## src/rtl/visor_pkg.sv

```systemverilog
// Shared types and constants for the subtractor result display.
// Optional feature macro: VISOR_PARPADEO_EN (see visor_restador.sv).
package visor_pkg;

  typedef enum logic {
    VACIO   = 1'b0,
    MOSTRAR = 1'b1
  } estado_t;

  // Hex glyphs, active-high, bit order {g,f,e,d,c,b,a}; index 15 first.
  localparam logic [15:0][6:0] HEX_GLIFOS = {
    7'h71, 7'h79, 7'h5E, 7'h39, 7'h7C, 7'h77, 7'h6F, 7'h7F,
    7'h07, 7'h7D, 7'h6D, 7'h66, 7'h4F, 7'h5B, 7'h06, 7'h3F
  };

  localparam logic [6:0] SEG_MENOS   = 7'b1000000;
  localparam logic [6:0] SEG_APAGADO = 7'b0000000;

  localparam int BLINK_TOGGLES = 256;

endpackage

```

## src/rtl/hex_a_7seg.sv

```systemverilog
// Combinational 4-bit to 7-segment decoder, active-high {g,f,e,d,c,b,a}.
module hex_a_7seg
  import visor_pkg::*;
(
  input  logic [3:0] hex,
  output logic [6:0] seg
);

  assign seg = HEX_GLIFOS[hex];

endmodule

```

## src/rtl/visor_restador.sv

```systemverilog
// Sign/magnitude display stage for the 4-bit subtractor.
// Captures {Cout,S} on cargar, shows |A-B| in hex on digit 0 and the sign
// on digit 1 of a 2-digit multiplexed 7-segment display.
// Optional feature macro: VISOR_PARPADEO_EN (negative results blink).
module visor_restador
  import visor_pkg::*;
#(
  parameter int REFRESH_DIV = 50000,
  parameter bit ACTIVO_BAJO = 1'b1
) (
  input  logic       clk,
  input  logic       rst,
  input  logic [3:0] S,
  input  logic       Cout,
  input  logic       cargar,
  input  logic       borrar,
  output logic       valido,
  output logic       negativo,
  output logic [3:0] magnitud,
  output logic [6:0] seg,
  output logic [1:0] an
);

  localparam int CW = $clog2(REFRESH_DIV);
  localparam logic [CW-1:0] CNT_FIN = CW'(REFRESH_DIV - 1);

  // XOR masks that turn active-high internal values into pin polarity;
  // the masks themselves are the "everything off" pin values.
  localparam logic [6:0] MASK_SEG = {7{ACTIVO_BAJO}};
  localparam logic [1:0] MASK_AN  = {2{ACTIVO_BAJO}};

  // Two's-complement magnitude of a borrowed difference.
  function automatic logic [3:0] magnitud_de(input logic [3:0] dif,
                                             input logic       borrow);
    logic [3:0] neg;
    neg = ~dif + 4'd1;
    return borrow ? neg : dif;
  endfunction

  estado_t         estado, estado_sig;
  logic            captura;
  logic [CW-1:0]   cnt;
  logic            dsel;
  logic            fin_periodo;
  logic            ocultar;
  logic [6:0]      glifo_mag;
  logic [6:0]      seg_c;
  logic [1:0]      an_c;

  // State register.
  always_ff @(posedge clk) begin
    if (rst) estado <= VACIO;
    else     estado <= estado_sig;
  end

  // Next state; borrar outranks cargar.
  always_comb begin
    estado_sig = estado;
    captura    = 1'b0;
    if (borrar) begin
      estado_sig = VACIO;
    end else if (cargar) begin
      estado_sig = MOSTRAR;
      captura    = 1'b1;
    end
  end

  // Capture stage: sign and magnitude of the subtractor result.
  always_ff @(posedge clk) begin
    if (rst) begin
      valido   <= 1'b0;
      negativo <= 1'b0;
      magnitud <= 4'd0;
    end else if (borrar) begin
      valido   <= 1'b0;
    end else if (captura) begin
      valido   <= 1'b1;
      negativo <= Cout;
      magnitud <= magnitud_de(S, Cout);
    end
  end

  assign fin_periodo = (estado == MOSTRAR) && (cnt == CNT_FIN);

  // Scan counter and digit select; idle at zero while blank so every load
  // from blank starts on the magnitude digit. Reloads keep the phase.
  always_ff @(posedge clk) begin
    if (rst || estado == VACIO) begin
      cnt  <= '0;
      dsel <= 1'b0;
    end else if (fin_periodo) begin
      cnt  <= '0;
      dsel <= ~dsel;
    end else begin
      cnt  <= cnt + CW'(1);
    end
  end

`ifdef VISOR_PARPADEO_EN
  logic [7:0] n_tog;
  logic       parpadeo;

  // Blink bit flips after BLINK_TOGGLES digit-select toggles.
  always_ff @(posedge clk) begin
    if (rst || borrar || cargar) begin
      n_tog    <= 8'd0;
      parpadeo <= 1'b0;
    end else if (fin_periodo) begin
      n_tog <= n_tog + 8'd1;
      if (n_tog == 8'(BLINK_TOGGLES - 1)) parpadeo <= ~parpadeo;
    end
  end

  assign ocultar = negativo & parpadeo;
`else
  assign ocultar = 1'b0;
`endif

  hex_a_7seg u_hex (
    .hex (magnitud),
    .seg (glifo_mag)
  );

  // Active-high digit content from captured values and scan position.
  always_comb begin
    seg_c = SEG_APAGADO;
    an_c  = 2'b00;
    if (estado == MOSTRAR) begin
      if (!dsel) begin
        an_c  = 2'b01;
        seg_c = glifo_mag;
      end else begin
        an_c  = 2'b10;
        seg_c = negativo ? SEG_MENOS : SEG_APAGADO;
      end
      if (ocultar) an_c = 2'b00;
    end
  end

  // Display output stage; polarity applied here only.
  always_ff @(posedge clk) begin
    if (rst) begin
      seg <= MASK_SEG;
      an  <= MASK_AN;
    end else begin
      seg <= seg_c ^ MASK_SEG;
      an  <= an_c ^ MASK_AN;
    end
  end

endmodule

```

## config.mk

```make
export PLATFORM = sky130hd
export DESIGN_NAME = visor_restador
export DESIGN_NICKNAME = d
export VERILOG_FILES = /design/src/rtl/visor_pkg.sv /design/src/rtl/hex_a_7seg.sv /design/src/rtl/visor_restador.sv
export SDC_FILE = /design/constraint.sdc
export NUM_CORES = 1
export LEC_CHECK = 0
export ABC_CLOCK_PERIOD_IN_PS = 2200
export CORE_UTILIZATION = 29
export DETAILED_ROUTE_END_ITERATION = 12
export GPL_ROUTABILITY_DRIVEN = 0
export PLACE_DENSITY = 0.46
export SYNTH_ARGS = -nofsm -noshare
export SYNTH_HDL_FRONTEND = slang
export SYNTH_SLANG_ARGS = --single-unit
```

## constraint.sdc

```tcl
create_clock -name clk -period 2.2 [get_ports clk]
set_input_delay 0.22 -clock clk [delete_from_list [all_inputs] [get_ports clk]]
set_output_delay 0.22 -clock clk [all_outputs]
set_load 0.03 [all_outputs]
```

==> reports/metrics.cfg <==
[critical_path]
cp_cell_sequence=clkdlybuf4s50_1, inv_1, ha_1, mux2i_1, a211oi_1, buf_4, inv_1, ha_1, mux2i_1, mux2i_1
worstPathMaxFanout=4
crit_path_start_kind=input pin
required_ns=2.37
cp-end-kind=flip-flop
path_common_cell=mux2i_1
path_class=input pin to flip-flop
cpPeakStageDelay_ns=0.51
cpMaxStageDelayCell=clkdlybuf4s50_1
arrival_ns=2.22
path_delay_family=buffers and inverters
path_buf_inv=4

[layout]
syn_to_final_growth_pct=33.3
final_cells=297
final_nets=242
nFillCells=569
seq_area_um2=801
fin_util_pct=40.7
diodes=0
multi_input_area_um2=843
drive_above_1_share_pct=14.7

[power]
switching_share_pct=20.5
p_leak_nw=0.874
p_comb_share_pct=10.5
total_power_mw=1.77
power.density_mw_per_mm2=775
p_switching_mw=0.362
pwr-share-seq_pct=42.9
power.share.clock_pct=46.6
peakVddDrop_v=0.000331
intPower_mw=1.41

[sta]
setup_tns_ns=0
finalClockSkew_ns=0.00732
whs_ns=0.365
period_needed_ns=2.05
slew_headroom_pct=62.8
min_period_over_period_pct=93.2
rsz0062_at_grt=false
setup_viol=0
hold_violations=0
tightest_slew_ns=0.553
fmax_mhz=488
drv_slew=0

[routing]
wl_per_cell_um=11.4
antenna_left=0
via_count=1352
wl_mm=3.40
drt-initial-drc-count=78
firstDrtPassIters=4
viasPerCell=4.55
drcViolationCount=0

[floorplan]
io_pins=24
initial_utilization_pct=30.5
die-area_mm2=0.00621
rows=27
core_mm2=0.00561
die_w_um=78.8
die_h_um=78.8

[grt]
grt_first_pass_wirelength_mm=5.75
grt_use_total_pct=12.0
gr-max-usage-layer=met2
met2_usage_pct=21.1
grt_pass1_vias=1287
antenna_found_initial=0
grt.met3_usage_pct=3.79
overflow=0
met1_usage_pct=12.9
grt_max_degree=16

[flow_run]
drv_cap=0

[synthesis]
synth_top_area_share_pct=46.8
synthTopCellsByCount=dfxtp_1 (40), nor2_1 (27), nand2_1 (20)
synthCells=182
synth.most_common_cell=dfxtp_1
ys_seq_area_share_pct=46.8
synth.cell_area_mm2=0.00171
synth.net_count=200
yosys-top-cells-area=dfxtp_1 (47%), ha_1 (6.6%), nor2_1 (5.9%)
ys_ff_latch=40
synth_top_cell_by_area=dfxtp_1
syn_area_per_cell_um2=9.40
synth_edf_count=0
async_reset_ff_share_pct=0
synth_warnings=0
synth_cell_types=37
ys.flop_type=dfxtp_1

[outcome]
status=completed

[clock_tree]
holdBufCountCts=0
cts_tree=built
cts.sinks=40
post_cts_resized=0
clockBufferDepth=2
post_cts_buffers=0
clkSlewWorstSetupHoldPaths_ns=0.07
cts_max_level=2
cts-root-buf=clkbuf_8
cts_buffers=5
clk-insertion-delay-late_ns=0.29

[place]
io_buffers=23
dp_cells=289
dpl.hpwl_mm=2.52

[worst_hold_path]
min_path_type=flip-flop to flip-flop

==> layout make-up <==
type,instances,share of cell area (%)
clock buffer,5,3.02
clock inverter,3,3.95
inverter,10,1.65
multi-input combinational,128,37.0
sequential,40,35.1
tap,72,3.95
timing repair buffer,39,15.4
==> registers in the layout, indices dropped and copies added, names as in the netlist <==
signal     count
cnt           16
glifo_mag      7
seg            7
magnitud       4
an             2
dsel           1
estado         1
negativo       1
valido         1
==> kinds of logic after synthesis <==
kind of cell               count (synthesis)  share of synthesized area (%)
muxes                                      7                           4.24
AOI/OAI and AO/OA                         12                           6.80
DFF                                       40                           46.8
and+or+nand+nor                           83                           23.0
adders and majority gates                  9                           6.58
buffers and inverters                     14                           3.95
xor gates and xnor gates                  17                           8.70
==> final timing paths <==
check,start,end,slack [ns],depth (start not counted)
worst max register to register,cnt[0]$_SDFF_PP0_,cnt[10]$_SDFF_PP0_,0.51,5
worst min-delay path,glifo_mag[3]$_DFF_P_,seg[3]$_SDFF_PP1_,0.36,1
worst min register to register,glifo_mag[3]$_DFF_P_,seg[3]$_SDFF_PP1_,0.36,1
worst max-delay path,S[0],glifo_mag[3]$_DFF_P_,0.15,10
==> worst reg2reg max path, stage by stage (launching register included) <==
cell and delay [ns]:
dfxtp_1 0.37, ha_1 0.20, and3_1 0.25, nand4_1 0.19
nand2_1 0.45, nor2_1 0.11
==> layer usage <==
layer / up-vias / wire [µm]
li1: 688 / -
met1: 623 / 1420
met2: 33 / 1730
met3: 8 / 166
met4: 0 / 80
met5: - / 0
==> layout by cell type, fill, tap and decap left out, types with 2 or more instances in the layout <==
cell type / netlist / final
a211oi_1: 2 / 2
a21oi_1: 2 / 2
and3_1: 4 / 4
buf_4: 0 / 16
bufinv_16: 0 / 3
clkbuf_8: 0 / 5
clkdlybuf4s50_1: 0 / 23
dfxtp_1: 40 / 40
ha_1: 9 / 9
inv_1: 9 / 9
mux2_2: 2 / 2
mux2i_1: 5 / 5
nand2_1: 20 / 20
nand2b_1: 2 / 2
nand3_1: 6 / 6
nand4_1: 4 / 4
nor2_1: 27 / 27
nor3_1: 10 / 10
xnor2_1: 6 / 6
xor2_1: 11 / 11
==> per-stage QoR <==
stage          setup WS [ns]  instance area, µm²
3_5_place_dp          -0.165                2120
4_1_cts                0.145                2280
6_report               0.149                2280
3_3_place_gp         -0.0847                2120
5_1_grt               0.0302                2280
2_1_floorplan          0.313                1710
==> power groups by stage <==
stage	logic (mW)	clock network [mW]	registers (mW)
after floorplan	0.0860	0	0.797
after global placement	0.185	0	0.777
after detailed placement	0.186	0	0.776
after CTS	0.188	0.842	0.759
after global routing	0.203	0.871	0.762
final	0.185	0.823	0.759
Note: power is estimated with default switching activity, not from simulation.
